==> src/rtl/forward_stall_ctrl_pkg.sv <==
// -----------------------------------------------------------------------------
// forward_stall_ctrl_pkg
//   Shared constants for the execute-stage forwarding / load-use stall control:
//   ALU source select encodings, the bit layout of an EX/MEM tracker entry and
//   the stall FSM state type.
// -----------------------------------------------------------------------------
package forward_stall_ctrl_pkg;

   // ALUsrc encodings driven to the EX operand muxes
   localparam logic [1:0] ALU_SRC_REG      = 2'b00;
   localparam logic [1:0] ALU_SRC_PREV_ALU = 2'b01;
   localparam logic [1:0] ALU_SRC_PREV_MEM = 2'b10;

   // Tracker entry layout: {dst[REG_AW-1:0], v, load, wr}
   // The destination field sits on top so its width can follow REG_AW.
   localparam int TRK_WR_BIT  = 0;
   localparam int TRK_LD_BIT  = 1;
   localparam int TRK_V_BIT   = 2;
   localparam int TRK_DST_LSB = 3;

   // Load-use stall FSM
   typedef enum logic {
      ST_IDLE  = 1'b0,
      ST_STALL = 1'b1
   } fsm_state_e;

   // Total tracker entry width for a given register-index width
   function automatic int trk_width(input int reg_aw);
      return reg_aw + TRK_DST_LSB;
   endfunction

endpackage

==> src/rtl/forward_stall_ctrl_fwd_src_pick.sv <==
// -----------------------------------------------------------------------------
// fwd_src_pick
//   Chooses the bypass source for one ID operand by comparing it with the
//   instructions currently in EX and MEM (youngest first).
//   Ports:
//     src_i       operand register index
//     used_i      operand actually reads a register
//     ex_t_i      tracker entry of the instruction in EX
//     mem_t_i     tracker entry of the instruction in MEM
//     sel_o       ALUsrc select (REG / PREV_ALU / PREV_MEM)
//     load_hit_o  operand needs a load result that is still in EX
// -----------------------------------------------------------------------------
module fwd_src_pick
   import forward_stall_ctrl_pkg::*;
#(
   parameter int REG_AW = 3
) (
   input  logic [REG_AW-1:0]             src_i,
   input  logic                          used_i,
   input  logic [REG_AW+TRK_DST_LSB-1:0] ex_t_i,
   input  logic [REG_AW+TRK_DST_LSB-1:0] mem_t_i,
   output logic [1:0]                    sel_o,
   output logic                          load_hit_o
);

   localparam int TW = REG_AW + TRK_DST_LSB;

   logic ex_match;
   logic mem_match;
   logic mem_ld_unused;

   assign ex_match  = used_i & ex_t_i[TRK_V_BIT] & ex_t_i[TRK_WR_BIT] &
                      (ex_t_i[TW-1:TRK_DST_LSB] == src_i);
   assign mem_match = used_i & mem_t_i[TRK_V_BIT] & mem_t_i[TRK_WR_BIT] &
                      (mem_t_i[TW-1:TRK_DST_LSB] == src_i);

   // A load in MEM has its data at the MEM output, so it forwards like any
   // other MEM-stage result; its load flag plays no role here.
   assign mem_ld_unused = mem_t_i[TRK_LD_BIT];

   // EX is checked first: when both stages write the register, EX is newer.
   always_comb begin
      sel_o      = ALU_SRC_REG;
      load_hit_o = 1'b0;
      if (ex_match) begin
         if (ex_t_i[TRK_LD_BIT]) begin
            load_hit_o = 1'b1;
         end else begin
            sel_o = ALU_SRC_PREV_ALU;
         end
      end else if (mem_match) begin
         sel_o = ALU_SRC_PREV_MEM;
      end
   end

endmodule

==> src/rtl/forward_stall_ctrl.sv <==
// -----------------------------------------------------------------------------
// forward_stall_ctrl
//   Execute-stage operand bypass and load-use stall control.
//   Shadows the destination/load info of the instructions in EX and MEM,
//   computes ALUsrc1/ALUsrc2 for the instruction leaving ID and registers them
//   so they line up with EX, stalls IF/ID and injects EX bubbles on load-use
//   hazards, and counts stall cycles with a saturating counter.
//   Ports:
//     clk, rst                 clock (rising edge), async active-high reset
//     id_valid                 ID holds a real instruction
//     id_src1/_used            operand-1 register index / reads a register
//     id_src2/_used            operand-2 register index / reads a register
//     id_dst, id_wr_en         destination register / writes it
//     id_is_load               result only available at MEM output
//     ex_flush                 taken branch/jump resolved in EX
//     alu_src1, alu_src2       registered operand selects for EX
//     stall                    hold PC and IF/ID (combinational)
//     ex_bubble                registered; EX holds an injected NOP
//     stall_cycles             saturating count of stall cycles
// -----------------------------------------------------------------------------
module forward_stall_ctrl
   import forward_stall_ctrl_pkg::*;
#(
   parameter int REG_AW          = 3,
   parameter int LOAD_USE_STALLS = 1,
   parameter int STALL_CNT_W     = 16
) (
   input  logic                   clk,
   input  logic                   rst,
   input  logic                   id_valid,
   input  logic [REG_AW-1:0]      id_src1,
   input  logic                   id_src1_used,
   input  logic [REG_AW-1:0]      id_src2,
   input  logic                   id_src2_used,
   input  logic [REG_AW-1:0]      id_dst,
   input  logic                   id_wr_en,
   input  logic                   id_is_load,
   input  logic                   ex_flush,
   output logic [1:0]             alu_src1,
   output logic [1:0]             alu_src2,
   output logic                   stall,
   output logic                   ex_bubble,
   output logic [STALL_CNT_W-1:0] stall_cycles
);

   localparam int         TW       = REG_AW + TRK_DST_LSB;
   // Remaining stall cycles once the first (IDLE-state) stall has been taken
   localparam logic [1:0] CNT_INIT = 2'(LOAD_USE_STALLS - 1);

   // ---------------------------------------------------------------- state
   logic [TW-1:0]          ex_t_q,  ex_t_d;
   logic [TW-1:0]          mem_t_q, mem_t_d;
   fsm_state_e             state_q, state_d;
   logic [1:0]             cnt_q,   cnt_d;
   logic [1:0]             src1_q,  src1_d;
   logic [1:0]             src2_q,  src2_d;
   logic                   bubble_q, bubble_d;
   logic [STALL_CNT_W-1:0] stall_cnt_q, stall_cnt_d;

   // ---------------------------------------------------------------- comb
   logic [TW-1:0] id_t;
   logic [1:0]    sel1, sel2;
   logic          hit1, hit2;
   logic          load_hit;
   logic          stall_c;
   logic          advance;

   // Tracker entry for the instruction in ID, in the package layout
   assign id_t = {id_dst, 1'b1, id_is_load, id_wr_en};

   fwd_src_pick #(
      .REG_AW (REG_AW)
   ) u_pick1 (
      .src_i      (id_src1),
      .used_i     (id_src1_used),
      .ex_t_i     (ex_t_q),
      .mem_t_i    (mem_t_q),
      .sel_o      (sel1),
      .load_hit_o (hit1)
   );

   fwd_src_pick #(
      .REG_AW (REG_AW)
   ) u_pick2 (
      .src_i      (id_src2),
      .used_i     (id_src2_used),
      .ex_t_i     (ex_t_q),
      .mem_t_i    (mem_t_q),
      .sel_o      (sel2),
      .load_hit_o (hit2)
   );

   assign load_hit = id_valid & (hit1 | hit2);

   // Stall FSM. IDLE stalls combinationally on a fresh hit; with more than
   // one bubble per hazard, STALL covers the remaining cycles regardless of
   // what ID shows. A flush cancels everything in the same cycle.
   always_comb begin
      state_d = state_q;
      cnt_d   = cnt_q;
      stall_c = 1'b0;
      case (state_q)
         ST_IDLE: begin
            if (load_hit) begin
               stall_c = 1'b1;
               if (LOAD_USE_STALLS > 1) begin
                  state_d = ST_STALL;
                  cnt_d   = CNT_INIT;
               end
            end
         end
         ST_STALL: begin
            stall_c = 1'b1;
            if (cnt_q == 2'd1) begin
               state_d = ST_IDLE;
            end else begin
               cnt_d = cnt_q - 2'd1;
            end
         end
         default: state_d = ST_IDLE;
      endcase
      if (ex_flush) begin
         stall_c = 1'b0;
         state_d = ST_IDLE;
      end
   end

   assign advance = id_valid & ~stall_c & ~ex_flush;

   always_comb begin
      mem_t_d     = ex_t_q;
      ex_t_d      = advance ? id_t : '0;
      src1_d      = advance ? sel1 : ALU_SRC_REG;
      src2_d      = advance ? sel2 : ALU_SRC_REG;
      bubble_d    = ~advance;
      stall_cnt_d = stall_cnt_q;
      if (stall_c && (stall_cnt_q != '1)) begin
         stall_cnt_d = stall_cnt_q + STALL_CNT_W'(1);
      end
   end

   // ---------------------------------------------------------------- ID -> EX boundary
   always_ff @(posedge clk or posedge rst) begin
      if (rst) begin
         ex_t_q      <= '0;
         mem_t_q     <= '0;
         state_q     <= ST_IDLE;
         cnt_q       <= '0;
         src1_q      <= ALU_SRC_REG;
         src2_q      <= ALU_SRC_REG;
         bubble_q    <= 1'b0;
         stall_cnt_q <= '0;
      end else begin
         ex_t_q      <= ex_t_d;
         mem_t_q     <= mem_t_d;
         state_q     <= state_d;
         cnt_q       <= cnt_d;
         src1_q      <= src1_d;
         src2_q      <= src2_d;
         bubble_q    <= bubble_d;
         stall_cnt_q <= stall_cnt_d;
      end
   end

   assign alu_src1     = src1_q;
   assign alu_src2     = src2_q;
   assign stall        = stall_c;
   assign ex_bubble    = bubble_q;
   assign stall_cycles = stall_cnt_q;

endmodule

==> config.mk <==
export PLATFORM = sky130hd
export DESIGN_NAME = forward_stall_ctrl
export DESIGN_NICKNAME = d
export VERILOG_FILES = /design/src/rtl/forward_stall_ctrl_pkg.sv /design/src/rtl/forward_stall_ctrl_fwd_src_pick.sv /design/src/rtl/forward_stall_ctrl.sv
export SDC_FILE = /design/constraint.sdc
export NUM_CORES = 1
export LEC_CHECK = 0
export CORE_MARGIN = 4
export CORE_UTILIZATION = 45
export CTS_CLUSTER_DIAMETER = 40
export DETAILED_ROUTE_END_ITERATION = 12
export HOLD_SLACK_MARGIN = 0.02
export PLACE_DENSITY = 0.81
export SYNTH_ARGS = -nofsm -noshare
export SYNTH_HDL_FRONTEND = slang
export SYNTH_SLANG_ARGS = --single-unit
==> constraint.sdc <==
create_clock -name clk -period 3.08 [get_ports clk]
set_input_delay 0.924 -clock clk [delete_from_list [all_inputs] [get_ports clk]]
set_output_delay 0.924 -clock clk [all_outputs]
set_load 0.05 [all_outputs]
==> run_results.csv <==
group,metric,value,unit
clock_tree,clkSinkCount,35,
place,place.gp.congestion,0.843,
sta,tightest_slew,522,ps
place,dp_hpwl,2650,µm
yosys,yosysTopAreaCell,"dfrtp_1",
setup_path,startpoint_type,"primary input",
die,ioPinCount,39,
setup_path,crit_path_end,"stall",
run_status,status,"complete, no violations",
route,route.detailed.drc,0,
yosys,synth.distinct_cells,34,
final_layout,utilization,0.636,
run,cap_viol_max_count,0,
setup_path,critPathRequiredTime,2160,ps
power,p_leak,1.09,nW
yosys,yosys_warnings,0,
clock_tree,clk_latency,290,ps
clock_tree,cts_max_level,2,
route,wirelength,3620,µm
sta,max_freq,333,MHz
final_layout,fill_cells,303,
power,comb_power_share,0.083,
setup_path,regToRegStartpoint,"ex_t_q[4]",
die,dieArea,4870,µm²
sta,hold_viol,0,
die,coreArea,3690,µm²
grt,grt_pass1_wl,6450,µm
route,first_pass_iters,4,
clock_tree,cts_tree,"yes",
setup_path,crit_chain,"clkdlybuf4s50_1 > a21oi_1 > or2_1 > nor2_2 > buf_6",
setup_path,rrSetupSlack,1150,ps
power,clockPowerShare,0.435,
die,die_h,69.8,µm
grt,grt-ovfl-total,0,
yosys,seq_area_frac_synth,0.509,
yosys,yosys.area.top_type_share,0.509,
setup_path,critPathMaxStageDelay,500,ps
setup_path,cp-startpoint,"id_valid",
setup_path,critPathMaxFanout,2,
sta,rsz0062_at_grt,"false",
setup_path,rr_worst_depth,6,
die,die_w,69.8,µm
die,rows,22,
power,power_switching,0.221,mW
clock_tree,clockBufferDepth,2,
final_layout,layout_common_cells,"dfrtp_1 (35), clkdlybuf4s50_1 (29), xor2_1 (12), buf_4 (11), xnor2_1 (10)",
yosys,syn_nets,167,
power,finalPower,0.997,mW
die,start_util,0.466,
setup_path,critPathKind,"in2out",
min_path,min_path_type,"reg2reg",
power,vdd_drop_max,0.000379,V
setup_path,cp-end-kind,"output pin",
setup_path,r2r_end,"stall_cycles[1]",
route,ant_nets,0,
clock_tree,cts_buffers,5,
power,pwr-share-seq,0.482,
route,drt_iter0_drc,73,
grt,antenna_found_initial,0,
power,intPower,0.776,mW
grt,grtUsageTotal,0.166,
sta,finalSetupTns,0,ps
sta,setup_viol,0,
final_layout,nets,219,
sta,finalMaxSlewViolations,0,
sta,period_needed,3000,ps
grt,grt_pass1_vias,1386,
clock_tree,cts.clk_slew.worst_paths,70,ps
final_layout,final_common_cell,"dfrtp_1",
yosys,ys_seq_elements,35,
final_layout,drive_gt1_frac,0.204,
route,via_per_inst,5.23,
final_layout,diodes,0,
setup_path,cp_slowest_cell,"clkdlybuf4s50_1",
sta,finalCritPeriodShare,0.974,
yosys,synth_area,1720,µm²
sta,fin_skew,4.60,ps
route,wl_per_cell,14.6,µm
setup_path,arrival,2080,ps
power,swShare,0.222,
yosys,synthCells,148,
place,port_buffers,38,
route,num_vias,1303,
yosys,synth.avg_cell_area,11.6,µm²
final_layout,syn_to_final_growth,36.5,%
yosys,synthTopCellsByArea,"dfrtp_1 (51%), xnor2_1 (6.6%), xor2_1 (6.1%), nor4_2 (3.6%), nand4_1 (2.5%)",
grt,grt_max_degree,36,
sta,relSlewSlack,0.651,
power,power_density,425,nW/µm²
clock_tree,cts_root_buf,"clkbuf_8",
==> cells in the mapped netlist <==
master    instances
dfrtp_1          35
xnor2_1          13
xor2_1           12
nand4_1           7
nand2_1           6
nor4_1            6
and2_1            5
and3_1            5
inv_1             5
nand3_1           5
nor2_1            5
nor4_2            5
nor3_1            4
a21oi_1           3
and4_1            3
mux2_2            3
nand2b_1          3
buf_6             2
ha_1              2
mux2i_1           2
nor3_2            2
nor4b_1           2
o21ai_0           2
and4_4            1
buf_4             1
clkbuf_1          1
nand4_2           1
nand4b_1          1
nor2_2            1
nor4_4            1
o211ai_1          1
o211ai_2          1
or2_1             1
or2_2             1
==> how the worst min path moves through the flow <==
stage | startpoint | to | slack, ps | depth (start not counted)
floorplan | ex_t_q[0] | mem_t_q[0] | 360 | 0
global placement | ex_t_q[2] | mem_t_q[2] | 380 | 0
detailed placement | ex_t_q[2] | mem_t_q[2] | 380 | 0
CTS | ex_t_q[2] | mem_t_q[2] | 400 | 0
global route | ex_t_q[2] | mem_t_q[2] | 430 | 0
finish | ex_t_q[2] | mem_t_q[2] | 420 | 0
==> stage by stage <==
step	worst slack [ps]	instances	cell area (µm²)	hold WS (ps)
2_1_floorplan	177	148	1720	359
3_3_place_gp	-76.1	240	2200	375
3_5_place_dp	-154	240	2200	379
4_1_cts	70.0	249	2350	399
5_1_grt	41.6	249	2350	430
6_report	78.9	249	2350	418
==> critical path: cells and delay by family <==
family          cells  cell delay (ps)
compound gates      1               80
buf+inv             2              670
simple gates        2              410
==> metal layers <==
layer / wire, µm / GRT usage / vias to the layer above
met4: 97 / 0.0787 / 0
met5: 0 / 0 / -
li1: - / - / 634
met2: 1800 / 0.267 / 42
met3: 237 / 0.0667 / 11
met1: 1490 / 0.193 / 616
==> final cells by class <==
class,instances,area (µm²),area share
Clock buffer,6,82.6,0.0352
Clock inverter,2,35.0,0.0149
Inverter,5,18.8,0.00800
Multi-Input combinational cell,104,821,0.350
Sequential cell,35,876,0.373
Tap cell,48,60.1,0.0256
Timing Repair Buffer,49,454,0.193
==> power by group through the flow <==
stage,registers [mW],clock network (mW),logic [mW]
after floorplan,0.493,0,0.0341
after global placement,0.488,0,0.0805
after detailed placement,0.489,0,0.0848
after CTS,0.481,0.442,0.0839
after global routing,0.482,0.470,0.0911
final,0.481,0.434,0.0829
==> cells by family after synthesis <==
kind of cell,after synthesis,share of synthesized area
muxes,5,0.0313
DFF,35,0.509
buffers and inverters,9,0.0306
AOI/OAI and AO/OA,7,0.0262
adders and majority gates,2,0.0146
and+or+nand+nor,65,0.261
xor gates and xnor gates,25,0.127
==> timing repair <==
action,CTS,global route
resized for setup,13,0
setup endpoints to repair,1,0
buffers inserted,1,0
hold buffers,0,0
==> state kept, by name, indices dropped and copies added (netlist names) <==
| register | cells |
|---|---|
| ex_bubble | 1 |
| alu_src2 | 2 |
| state_q | 1 |
| ex_t_q | 6 |
| stall_cycles | 16 |
| mem_t_q | 5 |
| alu_src1 | 2 |
| cnt_q | 2 |
Power figures use the tool's default switching activity.
